==> src/rtl/lora_frame_parser.sv <==
// LoRa byte-stream frame decoder: header hunt, length/checksum validation,
// display-word update, error counting and inter-byte timeout recovery.
module lora_frame_parser #(
  parameter logic [7:0] HDR0        = 8'hAA,
  parameter logic [7:0] HDR1        = 8'h55,
  parameter logic [7:0] TYPE_DISP   = 8'h01,
  parameter int         MAX_LEN     = 8,
  parameter int         TIMEOUT_CYC = 500000
) (
  input  logic        clk,
  input  logic        clr,
  input  logic [7:0]  data_tx,
  input  logic        over_rx,
  output logic [15:0] x,
  output logic        frame_ok,
  output logic        frame_err,
  output logic [7:0]  err_cnt,
  output logic        busy
);

  localparam int TW = $clog2(TIMEOUT_CYC + 1);
  localparam logic [TW-1:0] T_LAST = TW'(TIMEOUT_CYC - 1);
  localparam logic [7:0] MAX_L = 8'(MAX_LEN);

  localparam logic [2:0] S_IDLE = 3'd0;
  localparam logic [2:0] S_H1   = 3'd1;
  localparam logic [2:0] S_TYP  = 3'd2;
  localparam logic [2:0] S_LEN  = 3'd3;
  localparam logic [2:0] S_PAY  = 3'd4;
  localparam logic [2:0] S_CSUM = 3'd5;

  logic [2:0]    state;
  logic [2:0]    state_nx;
  logic [7:0]    typ;
  logic [7:0]    len;
  logic [7:0]    sum;
  logic [7:0]    idx;
  logic [7:0]    hi;
  logic [7:0]    lo;
  logic [TW-1:0] tcnt;
  logic          timeout;
  logic          pass;
  logic          fail;

  // A byte in the same cycle always beats the timeout.
  assign timeout = (state != S_IDLE) && !over_rx && (tcnt == T_LAST);
  assign busy    = (state != S_IDLE);

  // Next-state decode plus accept/reject decisions.
  always_comb begin
    state_nx = state;
    pass     = 1'b0;
    fail     = 1'b0;
    if (over_rx) begin
      unique case (state)
        S_IDLE: begin
          if (data_tx == HDR0) state_nx = S_H1;
        end
        S_H1: begin
          if (data_tx == HDR1)
            state_nx = S_TYP;
          else if (data_tx != HDR0)
            state_nx = S_IDLE;
        end
        S_TYP: state_nx = S_LEN;
        S_LEN: begin
          if (data_tx == 8'd0 || data_tx > MAX_L) begin
            state_nx = S_IDLE;
            fail     = 1'b1;
          end else begin
            state_nx = S_PAY;
          end
        end
        S_PAY: begin
          if (idx == len - 8'd1) state_nx = S_CSUM;
        end
        S_CSUM: begin
          state_nx = S_IDLE;
          if (data_tx == sum)
            pass = 1'b1;
          else
            fail = 1'b1;
        end
        default: state_nx = S_IDLE;
      endcase
    end else if (timeout) begin
      state_nx = S_IDLE;
      fail     = 1'b1;
    end
  end

  // State register.
  always_ff @(posedge clk or posedge clr) begin
    if (clr) state <= S_IDLE;
    else     state <= state_nx;
  end

  // Inter-byte idle counter, only running inside a frame.
  always_ff @(posedge clk or posedge clr) begin
    if (clr)
      tcnt <= '0;
    else if (over_rx || state == S_IDLE)
      tcnt <= '0;
    else
      tcnt <= tcnt + 1'b1;
  end

  // Field capture and running checksum.
  always_ff @(posedge clk or posedge clr) begin
    if (clr) begin
      typ <= 8'd0;
      len <= 8'd0;
      sum <= 8'd0;
      idx <= 8'd0;
      hi  <= 8'd0;
      lo  <= 8'd0;
    end else if (over_rx) begin
      unique case (state)
        S_TYP: begin
          typ <= data_tx;
          sum <= data_tx;
        end
        S_LEN: begin
          len <= data_tx;
          sum <= sum + data_tx;
          idx <= 8'd0;
        end
        S_PAY: begin
          if (idx == 8'd0) hi <= data_tx;
          if (idx == 8'd1) lo <= data_tx;
          sum <= sum + data_tx;
          idx <= idx + 8'd1;
        end
        default: ;
      endcase
    end
  end

  // Result pulses, saturating error count and display word.
  always_ff @(posedge clk or posedge clr) begin
    if (clr) begin
      frame_ok  <= 1'b0;
      frame_err <= 1'b0;
      err_cnt   <= 8'd0;
      x         <= 16'h0000;
    end else begin
      frame_ok  <= pass;
      frame_err <= fail;
      if (fail && err_cnt != 8'hFF)
        err_cnt <= err_cnt + 8'd1;
      if (pass && typ == TYPE_DISP && len >= 8'd2)
        x <= {hi, lo};
    end
  end

endmodule
==> config.mk <==
export PLATFORM = sky130hd
export DESIGN_NAME = lora_frame_parser
export DESIGN_NICKNAME = d
export VERILOG_FILES = /design/src/rtl/lora_frame_parser.sv
export SDC_FILE = /design/constraint.sdc
export NUM_CORES = 1
export LEC_CHECK = 0
export ABC_AREA = 1
export CORE_ASPECT_RATIO = 0.7
export CORE_MARGIN = 5
export CORE_UTILIZATION = 50
export DETAILED_ROUTE_END_ITERATION = 16
export GPL_ROUTABILITY_DRIVEN = 0
export PLACE_DENSITY = 0.74
export REMOVE_ABC_BUFFERS = 1
export SLEW_MARGIN = 20
export SYNTH_ARGS = -nofsm -noshare
export SYNTH_HDL_FRONTEND = slang
export SYNTH_SLANG_ARGS = --single-unit
==> constraint.sdc <==
create_clock -name clk -period 3.21 [get_ports clk]
set_input_delay 0.642 -clock clk [delete_from_list [all_inputs] [get_ports clk]]
set_output_delay 0.642 -clock clk [all_outputs]
set_load 0.02 [all_outputs]
# [Word-level counts from Yosys, hierarchy flattened]
# Cells that the tools add are included.
[totals] ff_bits=96 in_bits=11 out_inout_bits=27 word_cells=78
[classes] add_sub_neg=5 n_lt_le_gt_ge=2 eq_ne=17 mux=19 n_reduce_logical=23
[op_table] cell="case mux 8 bit (2 select lines)" count=2
[op_table] cell="2-to-1 mux 3 bit" count=7
[op_table] cell="adder 19 x 1 -> 19 bit (second input constant)" count=1
[op_table] cell="equality test 19 bit (second input constant)" count=1
[op_table] cell="2-to-1 mux 19 bit" count=1
[op_table] cell="adder 8 x 1 -> 8 bit (second input constant)" count=2
[op_table] cell="equality test 8 x 1 -> 1 bit (second input constant)" count=2
[op_table] cell="equality test 8 bit" count=2
[op_table] cell="zero test 8 bit" count=2
[op_table] cell="!= test 8 bit (second input constant)" count=2
[op_table] cell="case mux 3 bit (5 select lines)" count=1
[op_table] cell="adder 8 bit" count=1
[op_table] cell="equality test 8 x 7 -> 1 bit (second input constant)" count=1
[op_table] cell="equality test 8 bit (second input constant)" count=1
[op_table] cell=">= comparator 8 x 2 -> 1 bit (second input constant)" count=1
[op_table] cell="> comparator 8 x 4 -> 1 bit (second input constant)" count=1
[op_table] cell="AND reduction 2 bit" count=4
[op_table] cell="subtractor 8 x 1 -> 8 bit (second input constant)" count=1
[op_table] cell="2-to-1 mux 1 bit" count=7
[op_table] cell="equality test 3 x 2 -> 1 bit (second input constant)" count=2
[op_table] cell="equality test 3 bit (second input constant)" count=2
[op_table] cell="!= test 3 bit (second input constant)" count=2
[op_table] cell="AND reduction 3 bit" count=2
[op_table] cell="nonzero test 2 bit" count=3
[op_table] cell="other kinds (10)" count=15

# [Depth between registers and ports, before layout]
# Gate-level depths: netlist of the first run.
[depth] depth_word=6 ltp_mapped=14 depth_no_buf=14

# [Least setup slack after synthesis of the first run]
# Ideal clock, no wire load.
[synth_path] path_kind="input to register" from="in data_tx[5]" to="reg x[0]" setup_time_ns=0.117 t_arrival_ns=2.153 required_time_ns=3.093 setup_slack_ns=0.940 stages=8 n_path_buf=1 path_cell_list="ha_1 nor4_2 nand3_1 nor4_4 nand2_4 buf_6 nand2_1 nand2_1"
[synth_via] elab_chain_len=6
[synth_lines] item="from (decl)" line="12" text="input logic [7:0] data_tx,"
[synth_lines] item="equality test 8 bit" line="79" text="if (data_tx == sum)"
[synth_lines] item="2-to-1 mux 1 bit" line="79"
[synth_lines] item="2-to-1 mux 1 bit" line="55" text="unique case (state)"
[synth_lines] item="2-to-1 mux 1 bit" line="54" text="if (over_rx) begin"
[synth_lines] item="logical AND 1 bit (2 in a row)" line="151" text="if (pass && typ == TYPE_DISP && len >= 8'd2)"
[synth_lines] item="to (signal assigned)" line="152" text="x <= {hi, lo};"
[synth_lines] item="to (decl)" line="14" text="output logic [15:0] x,"
# Every way passes these cells.
# A chain may end at the register's enable or synchronous reset.

# [Final worst setup path of the first run]
[layout_path] from="in data_tx[5]" to="reg x[5]"
# Same word-level chain as after synthesis.

==> results of run 1 <==
## stage by stage
| step | utilization | worst slack (ns) | instance area (µm²) |
|---|---|---|---|
| finish | 0.599 | 0.542 | 5820 |
| global placement | 0.567 | 0.333 | 5510 |
| global route | 0.599 | 0.419 | 5820 |
| CTS | 0.599 | 0.589 | 5820 |
| detailed placement | 0.567 | 0.229 | 5510 |
| floorplan | - | 0.0626 | 4930 |
## cell families (layout without fill, tap and decap cells)
logic type                 count (synthesis)  in the layout
buffers and inverters                     71            118
DFF                                       96             96
AOI/OAI and AO/OA                         86             86
and+or+nand+nor                          317            317
xor gates and xnor gates                  20             20
adders and majority gates                 15             15
## critical path, cell delays in order
cell	delay [ns]
sky130_fd_sc_hd__clkdlybuf4s50_1	0.50
sky130_fd_sc_hd__ha_1	0.42
sky130_fd_sc_hd__nor4_2	0.29
sky130_fd_sc_hd__nand3_1	0.21
sky130_fd_sc_hd__nor4_4	0.40
sky130_fd_sc_hd__buf_4	0.28
sky130_fd_sc_hd__nand3_1	0.09
sky130_fd_sc_hd__nand2_1	0.11
## cells in the mapped netlist (2+ instances only)
library cell	instances	area [µm²]
sky130_fd_sc_hd__a211oi_1	3	22.5
sky130_fd_sc_hd__a21oi_1	21	105
sky130_fd_sc_hd__a31oi_1	3	18.8
sky130_fd_sc_hd__buf_2	2	10.0
sky130_fd_sc_hd__buf_6	4	45.0
sky130_fd_sc_hd__clkbuf_1	4	15.0
sky130_fd_sc_hd__dfrtp_1	96	2400
sky130_fd_sc_hd__ha_1	14	175
sky130_fd_sc_hd__inv_1	55	206
sky130_fd_sc_hd__inv_2	5	18.8
sky130_fd_sc_hd__nand2_1	170	638
sky130_fd_sc_hd__nand3_1	49	245
sky130_fd_sc_hd__nand3b_1	2	15.0
sky130_fd_sc_hd__nand3b_2	2	22.5
sky130_fd_sc_hd__nand4_1	10	62.6
sky130_fd_sc_hd__nor2_1	47	176
sky130_fd_sc_hd__nor2_2	6	37.5
sky130_fd_sc_hd__nor3_1	15	75.1
sky130_fd_sc_hd__nor4_1	5	31.3
sky130_fd_sc_hd__o21a_1	3	22.5
sky130_fd_sc_hd__o21ai_0	34	170
sky130_fd_sc_hd__o21ai_1	6	30.0
sky130_fd_sc_hd__o21ai_2	10	87.6
sky130_fd_sc_hd__o221ai_1	2	17.5
sky130_fd_sc_hd__or2_2	3	18.8
sky130_fd_sc_hd__xnor2_1	11	96.3
sky130_fd_sc_hd__xor2_1	8	70.1
## power breakdown
part | internal, µW | switching [µW]
clock | 616 | 473
combinational | 439 | 692
sequential | 1410 | 185
## worst max path at each step
| stage | start | to | cells past startpoint |
|---|---|---|---|
| after floorplan | clr | err_cnt[0] | 1 |
| after global placement | data_tx[5] | x[5] | 8 |
| after detailed placement | data_tx[5] | x[5] | 8 |
| after CTS | data_tx[5] | x[5] | 8 |
| after global routing | data_tx[5] | x[5] | 8 |
| final | data_tx[5] | x[5] | 8 |
## area by class of cell
type,count,area share
inverter,60,0.0389
tap,128,0.0275
multi-input combinational,438,0.396
clock inverter,6,0.0131
clock buffer,10,0.0393
timing repair buffer,42,0.0722
sequential,96,0.413
## layer usage
metal / vias to the layer above / GRT usage
li1: 2079 / -
met1: 1973 / 0.284
met2: 140 / 0.272
met3: 26 / 0.0614
met4: 0 / 0.0623
met5: - / 0
==> impl_metrics.csv, run 1 <==
group,metric,value,unit
synth,combinational_family_with_the_most_area_after_synthesis,"simple AND/OR/NAND/NOR gates",
floorplanning,rows,30,
drt,routed-wl-met3,766,µm
drt,top_signal_layer_used,"met4",
floorplanning,boundaryPins,38,
drt,routed_via_density,5.41,
clock_network,cts-htree-levels,3,
power_and_ir_drop,design_power,3810,µW
worst_setup_path,r2r_cells,7,
placement,place_inst,764,
sta,slew_viol_final,0,
layout,largest_reg_flops,19,
worst_setup_path,setup.worst_path.end_class,"register",
clock_network,ctsResizeCount,0,
min_path,hold_class,"register to register",
worst_setup_path,reg2reg_setup_slack,1.00,ns
synth,synth_ff_type,"sky130_fd_sc_hd__dfrtp_1",
global_route,antenna_found_initial,0,
min_path,hold-path-cell-count,2,
synth,yosysWarnings,0,
synth,post_synth_xor_xnor_area,0.0365,
floorplanning,die_area,12200,µm²
layout,area_growth,16.2,%
clock_network,clk_transition_reported_paths,0.07,ns
sta,maxClockFrequency,0.375,GHz
clock_network,cts_made_buffers,9,
sta,final.setup.tns,0,ns
sta,final-hold-violation-count,0,
synth,multiplexer_area_fraction_after_synthesis,0,
synth,netlist-cell-type-count,42,
global_route,vias_in_the_first_global_route,3925,
worst_setup_path,r2r-end,"x[5]",
worst_setup_path,setup.worst_path.class,"input port to register",
sta,finalHoldWorstSlack,0.473,ns
status,status,"complete, no violations",
synth,synthesis.area,5010,µm²
placement,hpwl,8.11,mm
drt,ant_nets,0,
drt,drt-initial-drc-count,423,
clock_network,clockBufferDepth,2,
sta,worstMarginPinSlew,0.817,ns
run,timing.max_cap.violations,0,
layout,nets,673,
min_path,startpoint_of_the_most_critical_hold_path,"x[11]",
worst_setup_path,critical_path_required,3.49,ns
worst_setup_path,arrival,2.95,ns
worst_setup_path,crit_path_max_fanout,13,
layout,final_cell_mix,"sky130_fd_sc_hd__nand2_1 (170), sky130_fd_sc_hd__dfrtp_1 (96), sky130_fd_sc_hd__inv_1 (54)",
synth,synth-edff-count,0,
layout,multi_input_comb_area,2300,µm²
sta,finalClockSkew,0.0119,ns
floorplanning,chipWidth,130,µm
clock_network,cts_root_buf,"sky130_fd_sc_hd__clkbuf_16",
synth,synth.ff_latch_count,96,
clock_network,tritoncts,"done",
floorplanning,effective_utilization_at_floorplan,0.515,
global_route,grt_remaining_overflow,0,
sta,rsz0062_at_grt,"false",
layout,fin_cells,780,
layout,biggestRegsByFlops,"tcnt: 19 flops, x: 16 flops",
power_and_ir_drop,total_leakage_power,0.00276,µW
min_path,whs_endpoint,"x[11]",
layout,final-seq-area,2400,µm²
sta,final.min_clock_period,2.67,ns
layout,drive_above_1_share,0.0874,
drt,num_vias,4218,
clock_network,postCtsSetupRepairBufs,0,
clock_network,cts_hold_buf,0,
layout,largest_register,"tcnt",
global_route,grt_first_pass_wirelength,18.8,mm
power_and_ir_drop,vdd.ir_drop.worst,353,µV
drt,drtPass1Iterations,5,
drt,post_drt_wl_per_cell,14.1,µm
drt,drc_errors,0,
synth,synth_async_sr_flop_share,1.00,
drt,drt_wl_total,11.0,mm
global_route,grt_use_total,0.194,
clock_network,worst_skew_pair.late_latency,0.35,ns
synth,post_synth.cell_area_avg,8.28,µm²
placement,portBuffers,37,
worst_setup_path,r2r_start,"sum[5]",
synth,synth_compound_gate_area_share,0.101,
layout,fillCellCount,829,
synth,synth-adder-area-share,0.0390,
drt,routed-wl-met2,4.67,mm
clock_network,tritoncts_num_sinks,96,
sta,layout_worst_path_cycle_share,0.831,
floorplanning,dieHeight,93.7,µm
drt,route.layer.met1.wl,5.34,mm
sta,setup-violations-final,0,
floorplanning,core_area,9720,µm²
worst_setup_path,startpoint_class,"input port",
synth,synthSimpleGateAreaFrac,0.283,
layout,antenna-diode-count,0,
synth,ys_seq_area_frac,0.480,
sta,worst_slew_margin_rel,0.456,
power_and_ir_drop,pd_cells,655,nW/µm²
layout,mostFrequentLayoutCell,"sky130_fd_sc_hd__nand2_1",
synth,postSynthCellCount,605,
global_route,largest_net_degree_at_the_start_of_global_routing,97,
(Power assumes the default switching activity.)
==> run 2: changes to the inputs <==
PLACE_DENSITY = 0.71   (was 0.74)
clock period = 2.8 ns   (was 3.21 ns; I/O delays follow)
==> impl_metrics.csv, run 2 (synthesis results as in run 1) <==
group,metric,value,unit
layout,area_growth,18.0,%
drt,drtPass1Iterations,5,
layout,finish.utilization,0.608,
global_route,largest_net_degree_at_the_start_of_global_routing,44,
global_route,grt_first_pass_wirelength,18.6,mm
drt,drt-initial-drc-count,397,
clock_network,tritoncts,"done",
layout,mostFrequentLayoutCell,"sky130_fd_sc_hd__nand2_1",
sta,layout_worst_path_cycle_share,0.848,
clock_network,worst_skew_pair.late_latency,0.35,ns
global_route,grt_remaining_overflow,0,
sta,final-hold-violation-count,0,
sta,worstMarginPinSlew,0.787,ns
layout,drive_above_1_share,0.105,
sta,finalClockSkew,0.00852,ns
layout,fin_cells,792,
floorplanning,chipWidth,130,µm
global_route,antenna_found_initial,0,
sta,final.min_clock_period,2.37,ns
min_path,hold_class,"register to register",
power_and_ir_drop,pd_cells,728,nW/µm²
clock_network,ctsResizeCount,0,
placement,placed_instance_area,5620,µm²
layout,nets,685,
layout,largest_reg_flops,19,
power_and_ir_drop,swShare,0.353,
clock_network,cts_hold_buf,0,
sta,setup-violations-final,0,
clock_network,clockBufferDepth,2,
clock_network,tritoncts_num_sinks,96,
floorplanning,dieHeight,93.7,µm
power_and_ir_drop,power.internal,2790,µW
run,timing.max_cap.violations,0,
sta,maxClockFrequency,0.421,GHz
worst_setup_path,setup.worst_path.class,"register to primary output",
drt,num_vias,4126,
drt,drc_errors,0,
floorplanning,die_area,12200,µm²
power_and_ir_drop,total_leakage_power,0.00282,µW
floorplanning,rows,30,
placement,portBuffers,37,
status,status,"complete, no violations",
layout,antenna-diode-count,0,
global_route,vias_in_the_first_global_route,3919,
clock_network,cts-htree-levels,3,
power_and_ir_drop,pwr-share-seq,0.422,
clock_network,cts_root_buf,"sky130_fd_sc_hd__clkbuf_16",
power_and_ir_drop,vdd.ir_drop.worst,437,µV
worst_setup_path,startpoint_class,"register",
drt,post_drt_wl_per_cell,13.8,µm
layout,final_cell_mix,"sky130_fd_sc_hd__nand2_1 (170), sky130_fd_sc_hd__dfrtp_1 (96), sky130_fd_sc_hd__inv_1 (54)",
layout,post_layout_instance_area,5910,µm²
clock_network,postCtsSetupRepairBufs,0,
placement,place_inst,776,
layout,largest_register,"tcnt",
sta,slew_viol_final,0,
sta,worst_slew_margin_rel,0.475,
clock_network,cts_made_buffers,9,
clock_network,clk_transition_reported_paths,0.07,ns
floorplanning,effective_utilization_at_floorplan,0.515,
sta,rsz0062_at_grt,"false",
worst_setup_path,arrival,1.81,ns
layout,biggestRegsByFlops,"tcnt: 19 flops, x: 16 flops",
power_and_ir_drop,net-switching-power,1520,µW
floorplanning,core_area,9720,µm²
drt,drt_wl_total,10.9,mm
placement,hpwl,8.21,mm
power_and_ir_drop,combinationalPowerShare,0.300,
worst_setup_path,crit_path_max_fanout,4,
power_and_ir_drop,power.clock.fraction,0.278,
floorplanning,boundaryPins,38,
drt,routed_via_density,5.21,
worst_setup_path,setup.worst_path.end_class,"primary output",
global_route,grt_use_total,0.192,
worst_setup_path,critical_path_required,2.24,ns
drt,ant_nets,0,
## run 2: per-layer routing
| metal | GRT usage | share of wire | up-vias |
|---|---|---|---|
| met4 | 0.0458 | 0.0062 | 0 |
| li1 | - | - | 2100 |
| met3 | 0.0455 | 0.045 | 6 |
| met2 | 0.286 | 0.43 | 70 |
| met5 | 0 | 0 | - |
| met1 | 0.282 | 0.52 | 1950 |
## run 2: power groups by stage
stage | logic (µW) | clock network [µW] | registers [µW]
after global routing | 1460 | 1280 | 1850
after detailed placement | 1280 | 0 | 1840
after floorplan | 957 | 0 | 1800
after CTS | 1290 | 1210 | 1820
final | 1290 | 1200 | 1820
after global placement | 1240 | 0 | 1830
## run 2: path summary, 6_finish.rpt
check / end / slack, ns / startpoint / cells after the start
worst max-delay path: busy / 0.43 / state[0] / 5
worst min-delay path: x[8] / 0.47 / x[8] / 2
worst max register to register: x[11] / 0.71 / sum[5] / 8
worst min register to register: x[8] / 0.47 / x[8] / 2
max in group asynchronous: tcnt[7] / 1.63 / clr / 3
min in group asynchronous: x[1] / 0.56 / clr / 2
## run 2: worst max-delay path, stage by stage (launching register included)
cell	delay, ns
sky130_fd_sc_hd__dfrtp_1	0.41
sky130_fd_sc_hd__inv_1	0.10
sky130_fd_sc_hd__nand2_1	0.08
sky130_fd_sc_hd__nor2_1	0.26
sky130_fd_sc_hd__inv_1	0.08
sky130_fd_sc_hd__clkdlybuf4s50_1	0.54
## run 2: final cells by class
type                       instances  area (µm²)
fill                             842        3810
sequential                        96        2400
multi-input combinational        438        2300
timing repair buffer              54         523
clock buffer                      11         253
inverter                          60         226
tap                              128         160
clock inverter                     5        40.0
## run 2: metrics by stage
step	setup TNS [ns]	power (µW)	worst slack, ns	hold slack [ns]
global route	0	4590	0.288	0.498
finish	0	4300	0.425	0.473
floorplan	-25.48	2760	-0.265	0.453
CTS	0	4320	0.401	0.480
global placement	0	3070	0.141	0.457
detailed placement	0	3120	0.0878	0.465
==> run 3: changes to the inputs <==
clock period = 2.2 ns   (was 2.8 ns; I/O delays follow)
==> impl_metrics.csv, run 3 (synthesis results as in run 1) <==
group,metric,value,unit
status,status,"complete, no violations",
drt,drtPass1Iterations,5,
placement,portBuffers,37,
worst_setup_path,startpoint_class,"input port",
worst_setup_path,critical_path.cell_chain,"clkdlybuf4s50_1, ha_1, nor3_2, nand3_2, nor4_4, buf_12, nand2_8, nand2_1, nand2_1",
worst_setup_path,critical_path.max_stage_delay,0.45,ns
layout,mostFrequentLayoutCell,"sky130_fd_sc_hd__nand2_1",
drt,ant_nets,0,
global_route,grt_first_pass_wirelength,19.9,mm
global_route,grt_use_total,0.202,
sta,final.min_clock_period,2.17,ns
floorplanning,die_area,12200,µm²
floorplanning,dieHeight,93.7,µm
layout,final-seq-area,2400,µm²
floorplanning,core_area,9720,µm²
layout,drive_above_1_share,0.154,
sta,maxClockFrequency,0.460,GHz
drt,routed_via_density,5.34,
layout,area_growth,24.9,%
sta,worstMarginPinSlew,0.544,ns
layout,multi_input_comb_area,2420,µm²
layout,largest_reg_flops,19,
placement,place_inst,796,
run,timing.max_cap.violations,0,
sta,final-hold-violation-count,0,
placement,hpwl,8.47,mm
drt,num_vias,4356,
worst_setup_path,reg2reg_setup_slack,0.21,ns
clock_network,tritoncts,"done",
layout,antenna-diode-count,0,
clock_network,worst_skew_pair.late_latency,0.34,ns
sta,finalClockSkew,0.00532,ns
layout,post_layout_instance_area,6260,µm²
worst_setup_path,arrival,2.41,ns
worst_setup_path,crit_top_cell,"sky130_fd_sc_hd__nand2_1",
layout,largest_register,"tcnt",
worst_setup_path,r2r_cells,11,
power_and_ir_drop,vdd.ir_drop.worst,510,µV
min_path,hold_class,"input port to async pin",
floorplanning,rows,30,
clock_network,cts-htree-levels,3,
clock_network,clockBufferDepth,2,
layout,fillCellCount,795,
worst_setup_path,critPathSlowestCell,"sky130_fd_sc_hd__clkdlybuf4s50_1",
worst_setup_path,r2r-end,"state[2]",
global_route,vias_in_the_first_global_route,4239,
power_and_ir_drop,pd_cells,936,nW/µm²
layout,final_cell_mix,"sky130_fd_sc_hd__nand2_1 (163), sky130_fd_sc_hd__dfrtp_1 (96), sky130_fd_sc_hd__inv_1 (54)",
layout,nets,708,
global_route,largest_net_degree_at_the_start_of_global_routing,50,
worst_setup_path,setup.worst_path.end_class,"register",
layout,fin_cells,815,
floorplanning,chipWidth,130,µm
sta,slew_viol_final,0,
drt,post_drt_wl_per_cell,14.2,µm
floorplanning,effective_utilization_at_floorplan,0.515,
sta,finalHoldWorstSlack,0.353,ns
placement,placed_instance_area,5790,µm²
sta,setup-violations-final,0,
global_route,grt_remaining_overflow,0,
sta,worst_slew_margin_rel,0.637,
sta,layout_worst_path_cycle_share,0.987,
global_route,antenna_found_initial,0,
clock_network,cts_root_buf,"sky130_fd_sc_hd__clkbuf_16",
drt,drt-initial-drc-count,312,
clock_network,clk_transition_reported_paths,0.07,ns
worst_setup_path,critical_path_required,2.44,ns
worst_setup_path,crit_path_max_fanout,16,
layout,biggestRegsByFlops,"tcnt: 19 flops, x: 16 flops",
floorplanning,boundaryPins,38,
drt,drc_errors,0,
drt,drt_wl_total,11.5,mm
clock_network,cts_made_buffers,9,
power_and_ir_drop,total_leakage_power,0.00298,µW
clock_network,tritoncts_num_sinks,96,
clock_network,cts_hold_buf,0,
worst_setup_path,r2r_start,"len[0]",
worst_setup_path,setup.worst_path.class,"input port to register",
[run 3: cell types whose count changed in the layout (fill, tap and decap cells not counted), sizes merged, moves of 2 or more]
cell	delta
buf	+23
clkdlybuf4s50	-5
dlymetal6s2s	+5
clkinv	-2
inv	+2
[run 3: how the worst max path moves through the flow]
| stage | depth (start not counted) | slack [ns] | end | start |
|---|---|---|---|---|
| floorplan | 1 | -0.75 | err_cnt[0] | clr |
| global placement | 9 | -0.31 | x[3] | data_tx[5] |
| finish | 9 | 0.03 | x[12] | data_tx[3] |
| global route | 9 | -0.08 | x[13] | data_tx[3] |
| CTS | 9 | 0.0007 | x[14] | data_tx[5] |
| detailed placement | 9 | -0.40 | x[14] | data_tx[5] |
[run 3: worst max-delay path, delay by kind of cell]
kind          cells  cell delay (ns)
simple gates      6             0.98
buf+inv           2             0.62
fa+ha+maj         1             0.35
[run 3: per-layer routing]
| metal | track usage | part of all wire | vias to the layer above |
|---|---|---|---|
| met5 | 0 | 0 | - |
| met4 | 0.0562 | 0.012 | 0 |
| met3 | 0.0420 | 0.046 | 15 |
| met2 | 0.307 | 0.44 | 112 |
| met1 | 0.294 | 0.50 | 2086 |
| li1 | - | - | 2143 |
[run 3: timing repair]
action / in CTS / in global routing
resized for setup: 1 / 24
endpoints found under the setup margin: 6 / 20
setup buffers: 0 / 3
pin swaps: 0 / 2
[run 3: where the power goes]
group	total [µW]	switching, µW	internal (µW)
combinational	1920	1080	840
sequential	2330	275	2050
clock	1610	710	903
total	5860	2060	3800
[run 3: cell type report]
| class | instances | area share |
|---|---|---|
| Multi-Input combinational cell | 438 | 0.387 |
| Inverter | 60 | 0.0362 |
| Sequential cell | 96 | 0.384 |
| Clock buffer | 10 | 0.0366 |
| Clock inverter | 6 | 0.0122 |
| Tap cell | 128 | 0.0256 |
| Timing Repair Buffer | 77 | 0.119 |
[run 3: stage by stage]
| stage | util | total power (µW) | setup TNS (ns) | setup slack (ns) |
|---|---|---|---|---|
| after floorplan | - | 3510 | -71.58 | -0.745 |
| after global placement | 0.596 | 4060 | -6.62 | -0.310 |
| after detailed placement | 0.596 | 4130 | -8.16 | -0.400 |
| after CTS | 0.628 | 5770 | 0 | 0.000660 |
| after global routing | 0.644 | 6250 | -0.910 | -0.0762 |
| final | 0.644 | 5860 | 0 | 0.0276 |
